`config.mk`:
```
export PLATFORM = sky130hd
export DESIGN_NAME = regfile_2w_sb
export DESIGN_NICKNAME = d
export VERILOG_FILES = /design/src/rtl/cpu_pkg.sv /design/src/rtl/reg_scoreboard.sv /design/src/rtl/regfile_2w_sb.sv
export SDC_FILE = /design/constraint.sdc
export NUM_CORES = 1
export LEC_CHECK = 0
export CORE_MARGIN = 4
export CORE_UTILIZATION = 40
export CTS_BUF_LIST = sky130_fd_sc_hd__clkbuf_2 sky130_fd_sc_hd__clkbuf_4 sky130_fd_sc_hd__clkbuf_8
export DETAILED_ROUTE_END_ITERATION = 8
export REMOVE_ABC_BUFFERS = 1
export SYNTH_ARGS = -nofsm -noshare
export SYNTH_HDL_FRONTEND = slang
export SYNTH_SLANG_ARGS = --single-unit
```
`constraint.sdc`:
```
create_clock -name clk -period 3.7 [get_ports clk]
set_clock_uncertainty 0.2 [all_clocks]
set_input_delay 0.37 -clock clk [delete_from_list [all_inputs] [get_ports clk]]
set_output_delay 0.37 -clock clk [all_outputs]
set_load 0.01 [all_outputs]
```
`src/rtl/cpu_pkg.sv`:
```
// Shared CPU constants: default register file geometry and the register
// exposed as the return value, so pipeline, decode and register file agree.
package cpu_pkg;

    localparam int CPU_DATA_W  = 16;
    localparam int CPU_ADDR_W  = 3;
    localparam int CPU_RET_REG = 3;

endpackage : cpu_pkg

```
`src/rtl/reg_scoreboard.sv`:
```
// Pending-load scoreboard: one bit per register, set when a load is issued
// (mark) and cleared when that load writes back (clr). Queries return the
// post-update state so decode sees same-cycle marks and clears.
module reg_scoreboard
    import cpu_pkg::*;
#(
    parameter int ADDR_W = CPU_ADDR_W
) (
    input  logic              clk,
    input  logic              rst_n,
    input  logic              mark_en,
    input  logic [ADDR_W-1:0] mark_addr,
    input  logic              clr_en,
    input  logic [ADDR_W-1:0] clr_addr,
    input  logic [ADDR_W-1:0] qaddr0,
    input  logic [ADDR_W-1:0] qaddr1,
    output logic              pend_next0,
    output logic              pend_next1
);

    localparam int NUM_REGS = 2 ** ADDR_W;

    logic [NUM_REGS-1:0] pend_q;
    logic [NUM_REGS-1:0] pend_d;

    // Next pending state: a new mark wins over a returning load; register 0
    // can never be marked, so its bit stays at its reset value of 0.
    always_comb begin
        pend_d = pend_q;
        for (int i = 0; i < NUM_REGS; i++) begin
            pend_d[i] = (mark_en && (mark_addr == ADDR_W'(i)) && (i != 0))
                     || (pend_q[i] && !(clr_en && (clr_addr == ADDR_W'(i))));
        end
    end

    // Pending bit storage with synchronous active-low reset.
    always_ff @(posedge clk) begin
        if (!rst_n) begin
            pend_q <= '0;
        end else begin
            pend_q <= pend_d;
        end
    end

    assign pend_next0 = pend_d[qaddr0];
    assign pend_next1 = pend_d[qaddr1];

endmodule : reg_scoreboard

```
`src/rtl/regfile_2w_sb.sv`:
```
// Two-write, two-read register file with registered write-first reads,
// stall hold, and a pending-load scoreboard for load-use hazard detection.
module regfile_2w_sb
    import cpu_pkg::*;
#(
    parameter int DATA_W  = CPU_DATA_W,
    parameter int ADDR_W  = CPU_ADDR_W,
    parameter int RET_REG = CPU_RET_REG
) (
    input  logic              clk,
    input  logic              rst_n,
    input  logic              ren,
    input  logic [ADDR_W-1:0] raddr0,
    output logic [DATA_W-1:0] rdata0,
    output logic              rbusy0,
    input  logic [ADDR_W-1:0] raddr1,
    output logic [DATA_W-1:0] rdata1,
    output logic              rbusy1,
    input  logic              wen0,
    input  logic [ADDR_W-1:0] waddr0,
    input  logic [DATA_W-1:0] wdata0,
    input  logic              wen1,
    input  logic [ADDR_W-1:0] waddr1,
    input  logic [DATA_W-1:0] wdata1,
    input  logic              mark_en,
    input  logic [ADDR_W-1:0] mark_addr,
    output logic [DATA_W-1:0] ret_val
);

    localparam int NUM_REGS = 2 ** ADDR_W;

    logic [DATA_W-1:0] mem_q [NUM_REGS];
    logic [DATA_W-1:0] mem_d [NUM_REGS];

    logic [DATA_W-1:0] rdata0_q, rdata0_d;
    logic [DATA_W-1:0] rdata1_q, rdata1_d;
    logic              rbusy0_q, rbusy0_d;
    logic              rbusy1_q, rbusy1_d;

    logic              pend_next0;
    logic              pend_next1;

    reg_scoreboard #(
        .ADDR_W (ADDR_W)
    ) u_scoreboard (
        .clk        (clk),
        .rst_n      (rst_n),
        .mark_en    (mark_en),
        .mark_addr  (mark_addr),
        .clr_en     (wen1),
        .clr_addr   (waddr1),
        .qaddr0     (raddr0),
        .qaddr1     (raddr1),
        .pend_next0 (pend_next0),
        .pend_next1 (pend_next1)
    );

    // Post-write array contents: port 0 beats port 1 on the same address and
    // register 0 is never written. Reads index this same vector, which gives
    // write-first bypass with exactly the write priority.
    always_comb begin
        for (int i = 0; i < NUM_REGS; i++) begin
            mem_d[i] = mem_q[i];
            if (i != 0) begin
                if (wen0 && (waddr0 == ADDR_W'(i))) begin
                    mem_d[i] = wdata0;
                end else if (wen1 && (waddr1 == ADDR_W'(i))) begin
                    mem_d[i] = wdata1;
                end
            end
        end
    end

    // Read-side next state: capture bypassed data and post-update pending
    // flags when enabled, otherwise hold for the stalled stage.
    always_comb begin
        rdata0_d = rdata0_q;
        rdata1_d = rdata1_q;
        rbusy0_d = rbusy0_q;
        rbusy1_d = rbusy1_q;
        if (ren) begin
            rdata0_d = mem_d[raddr0];
            rdata1_d = mem_d[raddr1];
            rbusy0_d = pend_next0;
            rbusy1_d = pend_next1;
        end
    end

    // Array and read-output registers; reset clears everything and overrides
    // any same-cycle write.
    always_ff @(posedge clk) begin
        if (!rst_n) begin
            for (int i = 0; i < NUM_REGS; i++) begin
                mem_q[i] <= '0;
            end
            rdata0_q <= '0;
            rdata1_q <= '0;
            rbusy0_q <= 1'b0;
            rbusy1_q <= 1'b0;
        end else begin
            for (int i = 0; i < NUM_REGS; i++) begin
                mem_q[i] <= mem_d[i];
            end
            rdata0_q <= rdata0_d;
            rdata1_q <= rdata1_d;
            rbusy0_q <= rbusy0_d;
            rbusy1_q <= rbusy1_d;
        end
    end

    assign rdata0  = rdata0_q;
    assign rdata1  = rdata1_q;
    assign rbusy0  = rbusy0_q;
    assign rbusy1  = rbusy1_q;
    assign ret_val = mem_q[RET_REG];

endmodule : regfile_2w_sb
```
==> results of run 1 <==
==> area by class of cell <==
| cell class | instances | area, µm² |
|---|---|---|
| multi-input combinational | 880 | 5633 |
| clock inverter | 9 | 50.05 |
| clock buffer | 22 | 284.0 |
| sequential | 154 | 3083 |
| timing repair buffer | 150 | 1421 |
| tap | 313 | 391.6 |
| fill | 2324 | 11960 |
| inverter | 6 | 22.52 |
==> how the worst min path moves through the flow <==
stage                            from                      to  slack, ns
3_3_place_gp                rdata1[7]               rdata1[7]       0.24
4_1_cts                         rst_n           mem_q[0][121]       0.23
3_5_place_dp                rdata0[1]               rdata0[1]       0.25
2_1_floorplan  u_scoreboard.pend_q[0]  u_scoreboard.pend_q[0]       0.24
6_report                        rst_n           mem_q[0][121]       0.25
5_1_grt                         rst_n           mem_q[0][121]       0.26
==> placed cells by master (no fill, tap or decap), types with 3 or more instances in the layout <==
master and n:
o41ai_2 4, or2_2 14, clkinv_1 3, mux4_2 4, o41ai_1 9, a32oi_1 10
o22ai_1 3, o21ai_0 65, nand4bb_1 3, clkbuf_4 3, and2_1 48, buf_4 44
a21o_1 8, clkdlybuf4s50_1 100, a22oi_1 14, mux2i_1 118, a221oi_1 5, dfxtp_1 154
inv_1 3, nand3_1 6, a211oi_1 42, clkinv_2 7, and4_1 6, nand2_1 114
nor3_1 13, a21oi_1 134, buf_12 4, nor2_1 138, nand4b_1 5, a211o_1 18
o21ai_1 14, o31ai_1 8, clkbuf_8 19, mux2_2 28, nor2b_1 8, and3_1 10
==> sequential cells by signal (all words and copies together) (netlist names) <==
register and count:
mem_q 112, rbusy0 1, rbusy1 1, rdata0 16, rdata1 16, u_scoreboard.pend_q 8
==> power by group through the flow <==
stage                     clock network [mW]  logic [mW]  registers (mW)
after floorplan                            0       0.392            1.81
after global placement                     0       0.778            1.81
after detailed placement                   0       0.782            1.81
after CTS                               1.17       0.786            1.77
after global routing                    1.24       0.860            1.78
final                                   1.16       0.798            1.77
==> metrics by stage <==
step,cells,worst slack [ns],power (mW)
finish,1534,1.019,3.727
global route,1534,0.8763,3.884
global placement,1503,0.5983,2.586
floorplan,1040,0.8703,2.205
CTS,1534,1.051,3.729
detailed placement,1503,0.5738,2.591
==> worst register-to-register path: stages, from the launching register on <==
cell and delay, ns:
dfxtp_1 0.31, mux2_2 0.28, mux2i_1 0.28, mux2_2 0.22, a211oi_1 0.07, a311o_1 0.28
==> cells in the mapped netlist, drive strengths merged, types with 3 or more instances <==
cell and n:
a32oi 10, nand4bb 3, a211oi 42, nor3 13
nand4b 6, a21oi 134, o41ai 13, a21o 8
mux2 30, clkbuf 76, buf 51, nand4 3
mux4 4, clkinv 3, a221oi 6, and4 7
dfxtp 154, o22ai 3, o21ai 79, mux2i 118
a211o 18, and3 10, nor2b 8, nor2 139
and4bb 3, a22oi 14, nand2 114, o31ai 8
and2 49, nand3 6, or2 14, inv 3
==> logic make-up (layout without fill, tap and decap cells) <==
kind of cell,count (synthesis),count (layout),share of synthesized area (%)
AO/OA/AOI/OAI,348,348,23.29
XOR/XNOR,1,1,0.09346
buffers and inverters,133,187,7.035
flip-flops,154,154,32.89
multiplexers,152,152,17.17
AND/OR/NAND/NOR,379,379,19.52
==> routing by layer <==
layer | global-route usage, % | wire [µm] | part of all wire (%) | vias to the layer above
met5 | 0 | 0 | 0 | -
met4 | 7.173 | 821 | 2.4 | 0
met3 | 5.384 | 3023 | 8.9 | 70
met2 | 40.98 | 15430 | 45 | 493
met1 | 34.67 | 14740 | 43 | 4254
li1 | - | - | - | 4250
==> flow_metrics.tcl, run 1 <==
set metrics [dict create \
    wl_per_cell_um 22.18 \
    rr_worst_depth 5 \
    n_antenna_cell 0 \
    place_area_um2 10550 \
    reg2reg_from "mem_q[0][59]" \
    drive_above_1_share_pct 11.38 \
    worst_hold_path.num_cells 2 \
    power_density_nw_per_um2 342.4 \
    pwr-share-clk_pct 31.1 \
    numCtsBuffers 17 \
    postCtsSetupBuffers 0 \
    comb_power_share_pct 21.4 \
    clkTransAtPathRegs_ns 0.08 \
    min_period_ns 2.681 \
    viasPerCell 5.911 \
    fin_nets 1262 \
    syn_inst 1167 \
    grt_pass1_wl_um 51580 \
    peakVddDrop_v 0.0002158 \
    finalSetupViolCount 0 \
    drv_cap 0 \
    syn2layout_area_growth_pct 16.14 \
    root_buffer "clkbuf_8" \
    antenna_found_initial 0 \
    grt_usage_pct 25.46 \
    ys_seq_area_share_pct 32.89 \
    yosys_warnings 0 \
    route.vias.total 9067 \
    worstPathMaxFanout 11 \
    io_pins 103 \
    internal-power_mw 2.573 \
    utilization_pct 47.65 \
    synth_area_um2 9373 \
    critical_path_class "primary input to register" \
    cts_buffer_depth 2 \
    power_frac_seq_pct 47.5 \
    die_w_um 161.1 \
    critPathCapture "rdata0[1]" \
    swShare_pct 30.97 \
    slowest_delay_ns 0.67 \
    finalSetupTns_ns 0 \
    rsz0062_at_grt "no" \
    max_freq_mhz 373.0 \
    status "complete, no violations" \
    slew-limit-headroom_pct 36.60 \
    crit_path_start_kind "primary input" \
    slowest_stage "a21oi_1" \
    start_util_pct 41.02 \
    syn_avg_cell_area_um2 8.031 \
    min_path_type "primary input to register" \
    ys_types 59 \
    grt_overflow 0 \
    startpoint "waddr0[2]" \
    synth_edf_count 0 \
    worstPathCellList "clkdlybuf4s50_1 > nand4b_1 > nor2_1 > a21oi_1 > or2_2 > a21oi_1 > o41ai_1" \
    rrSetupSlack_ns 1.96 \
    cts_tree "built" \
    dieArea_um2 25950 \
    required_ns 3.85 \
    synthTopCellsByArea "dfxtp_1 (33%), mux2i_1 (13%), a21oi_1 (7.2%), nor2_1 (5.6%), nand2_1 (4.6%)" \
    finalWirelength_um 34020 \
    grt_max_degree 58 \
    synth_top_cell_by_area "dfxtp_1" \
    std_cell_rows 55 \
    cts_resized 0 \
    cp_common_cell "a21oi_1" \
    synth-seq-cells 154 \
    cpLargestDelayFamily "compound AO/OA/AOI/OAI gates" \
    switchingPower_mw 1.154 \
    hpwl_um 21540 \
    path_depth 7 \
    cts.sinks 154 \
    cp_data_arrival_time_ns 2.83 \
    grt_pass1_vias 8618 \
    async_flop_share_pct 0 \
    path_buf_inv 1 \
    power_leakage_nw 4.649 \
    drc 0 \
    synthDominantCellAreaShare_pct 32.89 \
    worst_pin_slew_ns 0.9476 \
    fin_crit_sh_pct 72.45 \
    htreeDepth 4 \
    whs_ns 0.2516 \
    gp_congestion 0.8893 \
    core_um2 22850 \
    drt-initial-drc-count 931 \
    reg2reg_to "rdata1[11]" \
    die_y_um 161.1 \
    worstSetupEndpointType "register" \
    firstDrtPassIters 5 \
    ys.flop_type "dfxtp_1" \
    cts_hold_buf 0 \
    port-buffer-count 102 \
    slew_violations 0 \
    final_area_um2 10890 \
    hold_viol_final 0 \
    clk-insertion-delay-late_ns 0.45 \
    postRouteAntennaNets 0 \
]
Note: power is estimated with default switching activity, not from simulation.
==> run 2, diff against run 1 <==
==> constraint.sdc (replaced) <==
create_clock -name clk -period 2.8 [get_ports clk]
set_clock_uncertainty 0.2 [all_clocks]
set_input_delay 0.28 -clock clk [delete_from_list [all_inputs] [get_ports clk]]
set_output_delay 0.28 -clock clk [all_outputs]
set_load 0.01 [all_outputs]
==> flow_metrics.tcl, run 2 (synthesis results as in run 1) <==
set metrics [dict create \
    finalSetupTns_ns 0 \
    placed_cells 1531 \
    grt_max_degree 45 \
    start_util_pct 41.02 \
    root_buffer "clkbuf_8" \
    grt_usage_pct 25.08 \
    clk-insertion-delay-late_ns 0.46 \
    startpoint "waddr0[2]" \
    final.fill_count 2304 \
    crit_path_start_kind "primary input" \
    cts_resized 0 \
    die_y_um 161.1 \
    seq_area_um2 3083 \
    finalWirelength_um 33410 \
    slew-limit-headroom_pct 34.56 \
    htreeDepth 4 \
    power_mw 5.188 \
    wl_per_cell_um 21.36 \
    worstPathMaxFanout 10 \
    syn2layout_area_growth_pct 20.56 \
    dieArea_um2 25950 \
    place_area_um2 10890 \
    reg2reg_from "mem_q[0][59]" \
    peakVddDrop_v 0.0002849 \
    power_frac_seq_pct 45.1 \
    required_ns 2.96 \
    final_cell_mix "dfxtp_1 (154), nor2_1 (138), a21oi_1 (134)" \
    rr_worst_depth 5 \
    critical_path_class "primary input to register" \
    cts_buffer_depth 2 \
    clkTransAtPathRegs_ns 0.09 \
    grt_pass1_vias 8606 \
    slew_violations 0 \
    pwr-share-clk_pct 34.0 \
    worst_hold_path.num_cells 1 \
    grt_pass1_wl_um 50980 \
    internal-power_mw 3.628 \
    rsz0062_at_grt "no" \
    cp_data_arrival_time_ns 2.51 \
    hpwl_um 21970 \
    fin_crit_sh_pct 83.79 \
    min_period_ns 2.346 \
    largest_register "mem_q" \
    final_common_cell "dfxtp_1" \
    comb_power_share_pct 21.0 \
    drv_cap 0 \
    min_path_type "register to register" \
    swShare_pct 30.06 \
    std_cell_rows 55 \
    gp_congestion 0.8922 \
    postRouteAntennaNets 0 \
    port-buffer-count 102 \
    power_leakage_nw 4.855 \
    core_um2 22850 \
    die_w_um 161.1 \
    grt_overflow 0 \
    cts_tree "built" \
    antenna_found_initial 0 \
    numCtsBuffers 17 \
    drive_above_1_share_pct 13.43 \
    worstSetupEndpointType "register" \
    drt-initial-drc-count 743 \
    switchingPower_mw 1.559 \
    largest_register_ff_count 112 \
    firstDrtPassIters 5 \
    status "complete, no violations" \
    multi_input_area_um2 5633 \
    io_pins 103 \
    worst_pin_slew_ns 0.9780 \
    fin_nets 1291 \
    viasPerCell 5.815 \
    hold_path_startpoint "rbusy1" \
    drc 0 \
    cts.sinks 154 \
    final_area_um2 11300 \
    route.vias.total 9095 \
    hold_viol_final 0 \
    power_density_nw_per_um2 459.1 \
    finalSetupViolCount 0 \
    fin_cells 1564 \
    n_antenna_cell 0 \
    max_freq_mhz 426.2 \
]
run 2: cell types whose count changed in the layout (fill, tap and decap cells not counted), sizes merged:
cell,delta
bufinv,+2
clkinvlp,+1
clkbuf,-1
clkinv,-1
buf,+28
dlygate4sd3,+1
run 2: metrics by stage:
stage / setup WS [ns] / util [%] / hold slack [ns]
floorplan: 0.06026 / - / 0.2017
global placement: 0.05753 / 47.65 / 0.2383
detailed placement: 0.01313 / 47.65 / 0.2390
CTS: 0.5112 / 49.46 / 0.2478
global route: 0.3711 / 49.46 / 0.2727
finish: 0.4539 / 49.46 / 0.2537
run 2: worst paths after layout:
kind	to	slack, ns
max	rdata0[0]	0.45
max reg2reg	rdata0[11]	1.15
min reg2reg	rbusy1	0.25
min	rbusy1	0.25
run 2: cell type report:
cell class | instances | area share, %
clock buffers | 21 | 2.502
clock inverters | 11 | 1.063
inverters | 6 | 0.1993
multi-input cells | 880 | 49.85
flip-flops and latches | 154 | 27.28
well taps | 313 | 3.466
repair buffers | 179 | 15.63
run 2: power groups by stage:
| stage | logic, mW | clock network, mW | registers (mW) |
|---|---|---|---|
| final | 1.09 | 1.76 | 2.34 |
| after global routing | 1.18 | 1.87 | 2.35 |
| after CTS | 1.08 | 1.79 | 2.34 |
| after detailed placement | 1.07 | 0 | 2.39 |
| after global placement | 1.06 | 0 | 2.39 |
| after floorplan | 0.518 | 0 | 2.40 |
run 2: what timing repair did:
item / in CTS / in global routing
hold buffers: 1 / 0
setup endpoints to repair: 0 / 0
endpoints found under the hold margin: 2 / 0
buffers inserted: 0 / 0
run 2: layer usage:
layer,vias up,track usage (%),wire [µm]
met5,-,0,0
met4,0,6.126,608
met3,48,5.410,2898
met2,412,40.12,15140
met1,4318,34.69,14760
li1,4317,-,-
run 2: worst max-delay path, stage by stage:
cell and delay (ns):
clkdlybuf4s50_1 0.49, buf_4 0.17, nand4b_1 0.28, nor2_1 0.07, a21oi_1 0.62, or2_2 0.23
a21oi_1 0.06, o41ai_1 0.30
